## src/rtl/aes_pkg.sv

```systemverilog
// Shared AES definitions: FSM encodings, round count and the inverse-cipher
// byte/word transforms used by the decrypt datapath.
package aes_pkg;

    localparam int AES_NR = 14;

    localparam logic [1:0] ST_IDLE  = 2'd0;
    localparam logic [1:0] ST_INIT  = 2'd1;
    localparam logic [1:0] ST_ROUND = 2'd2;
    localparam logic [1:0] ST_FINAL = 2'd3;

    function automatic logic [7:0] xtime(input logic [7:0] b);
        return {b[6:0], 1'b0} ^ (b[7] ? 8'h1b : 8'h00);
    endfunction

    function automatic logic [7:0] gmul9(input logic [7:0] b);
        logic [7:0] x2, x4, x8;
        x2 = xtime(b);
        x4 = xtime(x2);
        x8 = xtime(x4);
        return x8 ^ b;
    endfunction

    function automatic logic [7:0] gmul11(input logic [7:0] b);
        logic [7:0] x2, x4, x8;
        x2 = xtime(b);
        x4 = xtime(x2);
        x8 = xtime(x4);
        return x8 ^ x2 ^ b;
    endfunction

    function automatic logic [7:0] gmul13(input logic [7:0] b);
        logic [7:0] x2, x4, x8;
        x2 = xtime(b);
        x4 = xtime(x2);
        x8 = xtime(x4);
        return x8 ^ x4 ^ b;
    endfunction

    function automatic logic [7:0] gmul14(input logic [7:0] b);
        logic [7:0] x2, x4, x8;
        x2 = xtime(b);
        x4 = xtime(x2);
        x8 = xtime(x4);
        return x8 ^ x4 ^ x2;
    endfunction

    // Byte k of a block sits at bits [127-8k -: 8]; byte 4c+r is row r, column c.
    function automatic logic [127:0] inv_shift_rows(input logic [127:0] s);
        logic [127:0] o;
        o = '0;
        for (int c = 0; c < 4; c++) begin
            for (int r = 0; r < 4; r++) begin
                o[127-8*(4*((c+r)%4)+r) -: 8] = s[127-8*(4*c+r) -: 8];
            end
        end
        return o;
    endfunction

    function automatic logic [127:0] inv_mix_columns(input logic [127:0] s);
        logic [127:0] o;
        logic [7:0]   a0, a1, a2, a3;
        o = '0;
        for (int c = 0; c < 4; c++) begin
            a0 = s[127-32*c -: 8];
            a1 = s[119-32*c -: 8];
            a2 = s[111-32*c -: 8];
            a3 = s[103-32*c -: 8];
            o[127-32*c -: 8] = gmul14(a0) ^ gmul11(a1) ^ gmul13(a2) ^ gmul9(a3);
            o[119-32*c -: 8] = gmul9(a0)  ^ gmul14(a1) ^ gmul11(a2) ^ gmul13(a3);
            o[111-32*c -: 8] = gmul13(a0) ^ gmul9(a1)  ^ gmul14(a2) ^ gmul11(a3);
            o[103-32*c -: 8] = gmul11(a0) ^ gmul13(a1) ^ gmul9(a2)  ^ gmul14(a3);
        end
        return o;
    endfunction

endpackage

```

## src/rtl/inv_sbox.sv

```systemverilog
// Combinational AES inverse S-box; the table is packed with entry 0 in the
// top byte so entry x lives at bit offset (255-x)*8 = {~x, 3'b000}.
module inv_sbox (
    input  logic [7:0] in_byte,
    output logic [7:0] out_byte
);

    localparam logic [2047:0] INV_SBOX = {
        128'h52096ad53036a538bf40a39e81f3d7fb,
        128'h7ce339829b2fff87348e4344c4dee9cb,
        128'h547b9432a6c2233dee4c950b42fac34e,
        128'h082ea16628d924b2765ba2496d8bd125,
        128'h72f8f66486689816d4a45ccc5d65b692,
        128'h6c704850fdedb9da5e154657a78d9d84,
        128'h90d8ab008cbcd30af7e45805b8b34506,
        128'hd02c1e8fca3f0f02c1afbd0301138a6b,
        128'h3a9111414f67dcea97f2cfcef0b4e673,
        128'h96ac7422e7ad3585e2f937e81c75df6e,
        128'h47f11a711d29c5896fb7620eaa18be1b,
        128'hfc563e4bc6d279209adbc0fe78cd5af4,
        128'h1fdda8338807c731b11210592780ec5f,
        128'h60517fa919b54a0d2de57a9f93c99cef,
        128'ha0e03b4dae2af5b0c8ebbb3c83539961,
        128'h172b047eba77d626e169146355210c7d
    };

    assign out_byte = INV_SBOX[{~in_byte, 3'b000} +: 8];

endmodule

```

## src/rtl/aes256_decrypt_core.sv

```systemverilog
// Iterative AES-256 inverse cipher, one round per clock, reading round keys
// 14 down to 0 from an external key store through rk_idx/rk_data.
module aes256_decrypt_core
    import aes_pkg::*;
#(
    parameter int NR = AES_NR
) (
    input  logic         clk,
    input  logic         rst,
    input  logic         start,
    input  logic [127:0] ciphertext,
    output logic [3:0]   rk_idx,
    input  logic [127:0] rk_data,
    output logic         busy,
    output logic         done,
    output logic [127:0] plaintext
);

    logic [1:0]   state_q, state_d;
    logic [3:0]   rnd_q, rnd_d;
    logic [127:0] ct_q, ct_d;
    logic [127:0] st_q, st_d;
    logic [127:0] pt_q, pt_d;
    logic         done_q, done_d;

    logic [127:0] isr_st;
    logic [127:0] sb_out;

    // ROUND and FINAL share the InvShiftRows -> InvSubBytes front end.
    assign isr_st = inv_shift_rows(st_q);

    for (genvar i = 0; i < 16; i++) begin : g_sbox
        inv_sbox u_inv_sbox (
            .in_byte  (isr_st[127-8*i -: 8]),
            .out_byte (sb_out[127-8*i -: 8])
        );
    end

    always_comb begin
        state_d = state_q;
        rnd_d   = rnd_q;
        ct_d    = ct_q;
        st_d    = st_q;
        pt_d    = pt_q;
        done_d  = 1'b0;
        rk_idx  = 4'(NR);
        case (state_q)
            ST_IDLE: begin
                if (start) begin
                    ct_d    = ciphertext;
                    state_d = ST_INIT;
                end
            end
            ST_INIT: begin
                st_d    = ct_q ^ rk_data;
                rnd_d   = 4'(NR - 1);
                state_d = ST_ROUND;
            end
            ST_ROUND: begin
                rk_idx = rnd_q;
                st_d   = inv_mix_columns(sb_out ^ rk_data);
                // rnd stops at 1 so it never wraps below the valid range.
                if (rnd_q == 4'd1) begin
                    state_d = ST_FINAL;
                end else begin
                    rnd_d = rnd_q - 4'd1;
                end
            end
            ST_FINAL: begin
                rk_idx  = 4'd0;
                pt_d    = sb_out ^ rk_data;
                done_d  = 1'b1;
                state_d = ST_IDLE;
            end
            default: state_d = ST_IDLE;
        endcase
    end

    always_ff @(posedge clk or posedge rst) begin
        if (rst) begin
            state_q <= ST_IDLE;
            rnd_q   <= '0;
            ct_q    <= '0;
            st_q    <= '0;
            pt_q    <= '0;
            done_q  <= 1'b0;
        end else begin
            state_q <= state_d;
            rnd_q   <= rnd_d;
            ct_q    <= ct_d;
            st_q    <= st_d;
            pt_q    <= pt_d;
            done_q  <= done_d;
        end
    end

    // busy drops on the same edge that raises done, so the two never overlap.
    assign busy      = (state_q != ST_IDLE);
    assign done      = done_q;
    assign plaintext = pt_q;

endmodule

```

## config.mk

```make
export PLATFORM = sky130hd
export DESIGN_NAME = aes256_decrypt_core
export DESIGN_NICKNAME = d
export VERILOG_FILES = /design/src/rtl/aes_pkg.sv /design/src/rtl/inv_sbox.sv /design/src/rtl/aes256_decrypt_core.sv
export SDC_FILE = /design/constraint.sdc
export NUM_CORES = 2
export LEC_CHECK = 0
export BUFFER_PORTS_ARGS = -buffer_cell sky130_fd_sc_hd__buf_2
export CAP_MARGIN = 30
export CORE_MARGIN = 2
export CORE_UTILIZATION = 40
export DETAILED_ROUTE_END_ITERATION = 8
export MAX_ROUTING_LAYER = met4
export PLACE_DENSITY = 0.57
export SKIP_LAST_GASP = 1
export SLEW_MARGIN = 5
export SYNTH_ARGS = -nofsm -noshare
export SYNTH_HDL_FRONTEND = slang
export SYNTH_SLANG_ARGS = --single-unit
```

## constraint.sdc

```tcl
create_clock -name clk -period 14 [get_ports clk]
set_input_delay 2.8 -clock clk [delete_from_list [all_inputs] [get_ports clk]]
set_output_delay 2.8 -clock clk [all_outputs]
set_load 0.02 [all_outputs]
```

==> impl_results.md <==
* Cells after Synth at 11,100
* Final Critical Period at 6.89 ns
* Initial Util at 0.402
* Max Cap Viol at 0
* Dpl ws at 7.31 ns
* Mapped Area at 84,200 um^2
* Critical Path Start: st_q[96]$_DFFE_PP0P_
* R2R Setup Slk at 7.11 ns
* Period utilization at 0.492
* Synth Register Bits at 391
* Area Growth Syn to Fin at 4.56%
* Area of the multi-input gates at 67,400 um^2
* DIE WIDTH at 463 um
* Clk sinks at 391
* Chip height at 463 um
* Yosys top cell by area: dfrtp_1
* Cell Rows at 168
* Routed wire length per instance at 33.8 um
* Clk_lat worst skew at 0.77 ns
* Levels on crit path at 14
* CP Max Fanout at 24
* Post-synth net total at 11,700
* Netlist cell types at 127
* Vias in the first global route at 88,500
* Syn Area/Cell at 7.57 um^2
* CTS Hold Buffers Added at 0
* CP Capture Point: st_q[20]$_DFFE_PP0P_
* Num CTS Buffers at 57
* # fillers at 21,700
* Global-route wire length before repair at 657,000 um
* CP top delay family: XOR/XNOR gates
* NumNets Final at 11,100
* Failing checks: design-rule violations
* Most frequent cells after synthesis: nand2_1, nor2_1, a21oi_1
* Placed cells at 13,300
* Reg2Reg Depth at 14
* Clock Pin Slew Worst Setup and Hold Paths at 0.06 ns
* Via count at 97,200
* Status: complete, but fails checks
* DRC viols at 2
* Crit start category: flop
* Most common cell in the netlist: nand2_1
* Setup Buffers After CTS at 0
* Worst slew margin at 0.192
* Cell mode on critical path: xnor3_1
* Arrival time worst endpoint at 7.57 ns
* Cell chain of the critical path: clkinv_1, ha_1, nor2b_1, o21ai_0, a21oi_1, a311o_1, a311oi_1, nor4_4, xnor3_1, xor2_1, xnor3_1, xnor3_1, o21a_1, a21oi_2
* # port buffers at 392
* Top cells by area, synth: dfrtp_1, xnor2_1, a21oi_1, ha_1, o21ai_0
* Die area at 214,000 um^2
* Slowest cell on crit path: ha_1
* Post-DP HPWL at 322,000 um
* Layout cell share with drive strength beyond 1 at 0.139
* RSZ-0062 raised after global routing: no
* Most Crowded Layer GR: met2
* Post-route ant nets at 0
* Fin worst setup slack at 7.11 ns
* Setup CP Type: flop to flop
* Gr ovfl total at 0
* Met2 usage at 0.601
* Post-synth EDFFs at 0
* Via-to-Cell Ratio at 7.21
* Boundary Pins at 393
* Predominant post-synthesis flop cell: dfrtp_1
* Top cell type's share of synthesized area at 0.116
* Final setup TNS at 0 ns
* Largest net degree at the start of global routing at 123
* Max Root-Sink Buffers at 3
* Final setup viols at 0
* GR met1 Demand/Resource at 0.555
* Met3 Use GR at 0.0765
* Core Area at 209,000 um^2
* Storage cell area at 9920 um^2
* Worst-Margin Slew at 1.21 ns
* Slew Limit Fails at 0
* Post-cts gate resize count at 0
* Hold violation count in the final report at 0
* Crit end category: flop
* Fmax at 0.145 GHz
* Initial antenna violation count at 47
* Critical R2R Launch: st_q[96]$_DFFE_PP0P_
* CP peak stage delay at 1.00 ns
* FFs w/ async S/R, synth at 1.00
* Req. time, crit path at 14.68 ns
* Crit path buf inv count at 1
* Clk_skew at 0.0562 ns
* Initial DRC count at 19,800
* All-Layer GR Usage at 0.414
* Final Non-Filler Cells at 13,500
* Hold slack at 0.503 ns
* CTS tree: built
* H-tree depth at 2
* Pre-antenna DRT Iters at 9
* Worst flop-to-flop path endpoint: st_q[20]$_DFFE_PP0P_
* Post-Route WL at 456,000 um
* Sequential area share after synthesis at 0.116
* Gpl congestion at 1.03
* Root Buffer Master: clkbuf_16
* Worst min-delay path category: flop to flop
* Synth Warn # at 0
worst reg2reg max path, stage by stage (launching register included):
cell and delay, ns:
dfrtp_1 0.98, clkinv_1 0.75, ha_1 1.00, nor2b_1 0.51
o21ai_0 0.18, a21oi_1 0.23, a311o_1 0.20, a311oi_1 0.14
nor4_4 0.79, xnor3_1 0.47, xor2_1 0.44, xnor3_1 0.45
xnor3_1 0.39, o21a_1 0.18, a21oi_2 0.10
stage by stage:
| stage | util | cell area (um^2) |
|---|---|---|
| 2_1_floorplan | - | 84200 |
| 3_3_place_gp | 0.409 | 85600 |
| 3_5_place_dp | 0.409 | 85700 |
| 4_1_cts | 0.419 | 87700 |
| 5_1_grt | 0.420 | 88000 |
| 6_report | 0.420 | 88000 |
state kept, by name (all words and copies together) (netlist names):
register,flops
ct_q,128
plaintext,128
st_q,128
rnd_q,4
state_q,2
done,1
logic make-up after synthesis:
kind of cell	after synthesis	share of synthesized area
compound gates	3868	0.326
simple gates	3554	0.219
flops	391	0.116
fa+ha+maj	285	0.0424
buf+inv	1492	0.0842
mux	511	0.0804
xor+xnor	1014	0.132
layout make-up:
| class | instances | area share |
|---|---|---|
| repair buffers | 668 | 0.0470 |
| multi-input cells | 9232 | 0.766 |
| inverters | 231 | 0.00997 |
| clock buffers | 74 | 0.0176 |
| clock inverters | 34 | 0.00601 |
| well taps | 2805 | 0.0399 |
| diodes | 39 | 0.00111 |
| flip-flops and latches | 391 | 0.113 |
worst min-delay path by stage:
stage,startpoint,end,depth (start not counted)
floorplan,rnd_q[0]$_DFFE_PP0P_,rnd_q[0]$_DFFE_PP0P_,1
detailed placement,plaintext[97]$_DFFE_PP0P_,plaintext[97]$_DFFE_PP0P_,1
CTS,plaintext[124]$_DFFE_PP0P_,plaintext[124]$_DFFE_PP0P_,1
global placement,plaintext[24]$_DFFE_PP0P_,plaintext[24]$_DFFE_PP0P_,1
finish,plaintext[97]$_DFFE_PP0P_,plaintext[97]$_DFFE_PP0P_,1
global route,plaintext[14]$_DFFE_PP0P_,plaintext[14]$_DFFE_PP0P_,1
metal layers:
layer | vias to the layer above | part of all wire
met1 | 47000 | 0.41
met5 | - | 0
met2 | 7798 | 0.43
met3 | 1416 | 0.11
met4 | 0 | 0.058
li1 | 41000 | -
cell usage in the layout, fill, tap and decap left out, types with 83 or more instances in the layout:
cell / n
a31oi_1: 231
nor2b_1: 346
buf_2: 394
o311ai_0: 159
dfrtp_1: 338
nand3_1: 263
inv_1: 196
nand2b_1: 419
and2_1: 99
buf_4: 265
and3_1: 83
a21oi_1: 725
o211ai_1: 218
a221oi_1: 129
nand2_1: 744
ha_1: 282
o21ai_0: 634
xnor3_1: 93
a21o_1: 96
nor3_1: 266
nor2_1: 728
xor2_1: 252
a211oi_1: 216
o221ai_1: 142
mux2i_1: 163
o31ai_1: 108
xnor2_1: 574
or2_2: 115
mux4_2: 108
mux2_2: 239
a311oi_1: 185
Power is left out: the tool's default activity adds up to more than one toggle a clock period on the data nets, which glitch-free logic cannot reach.
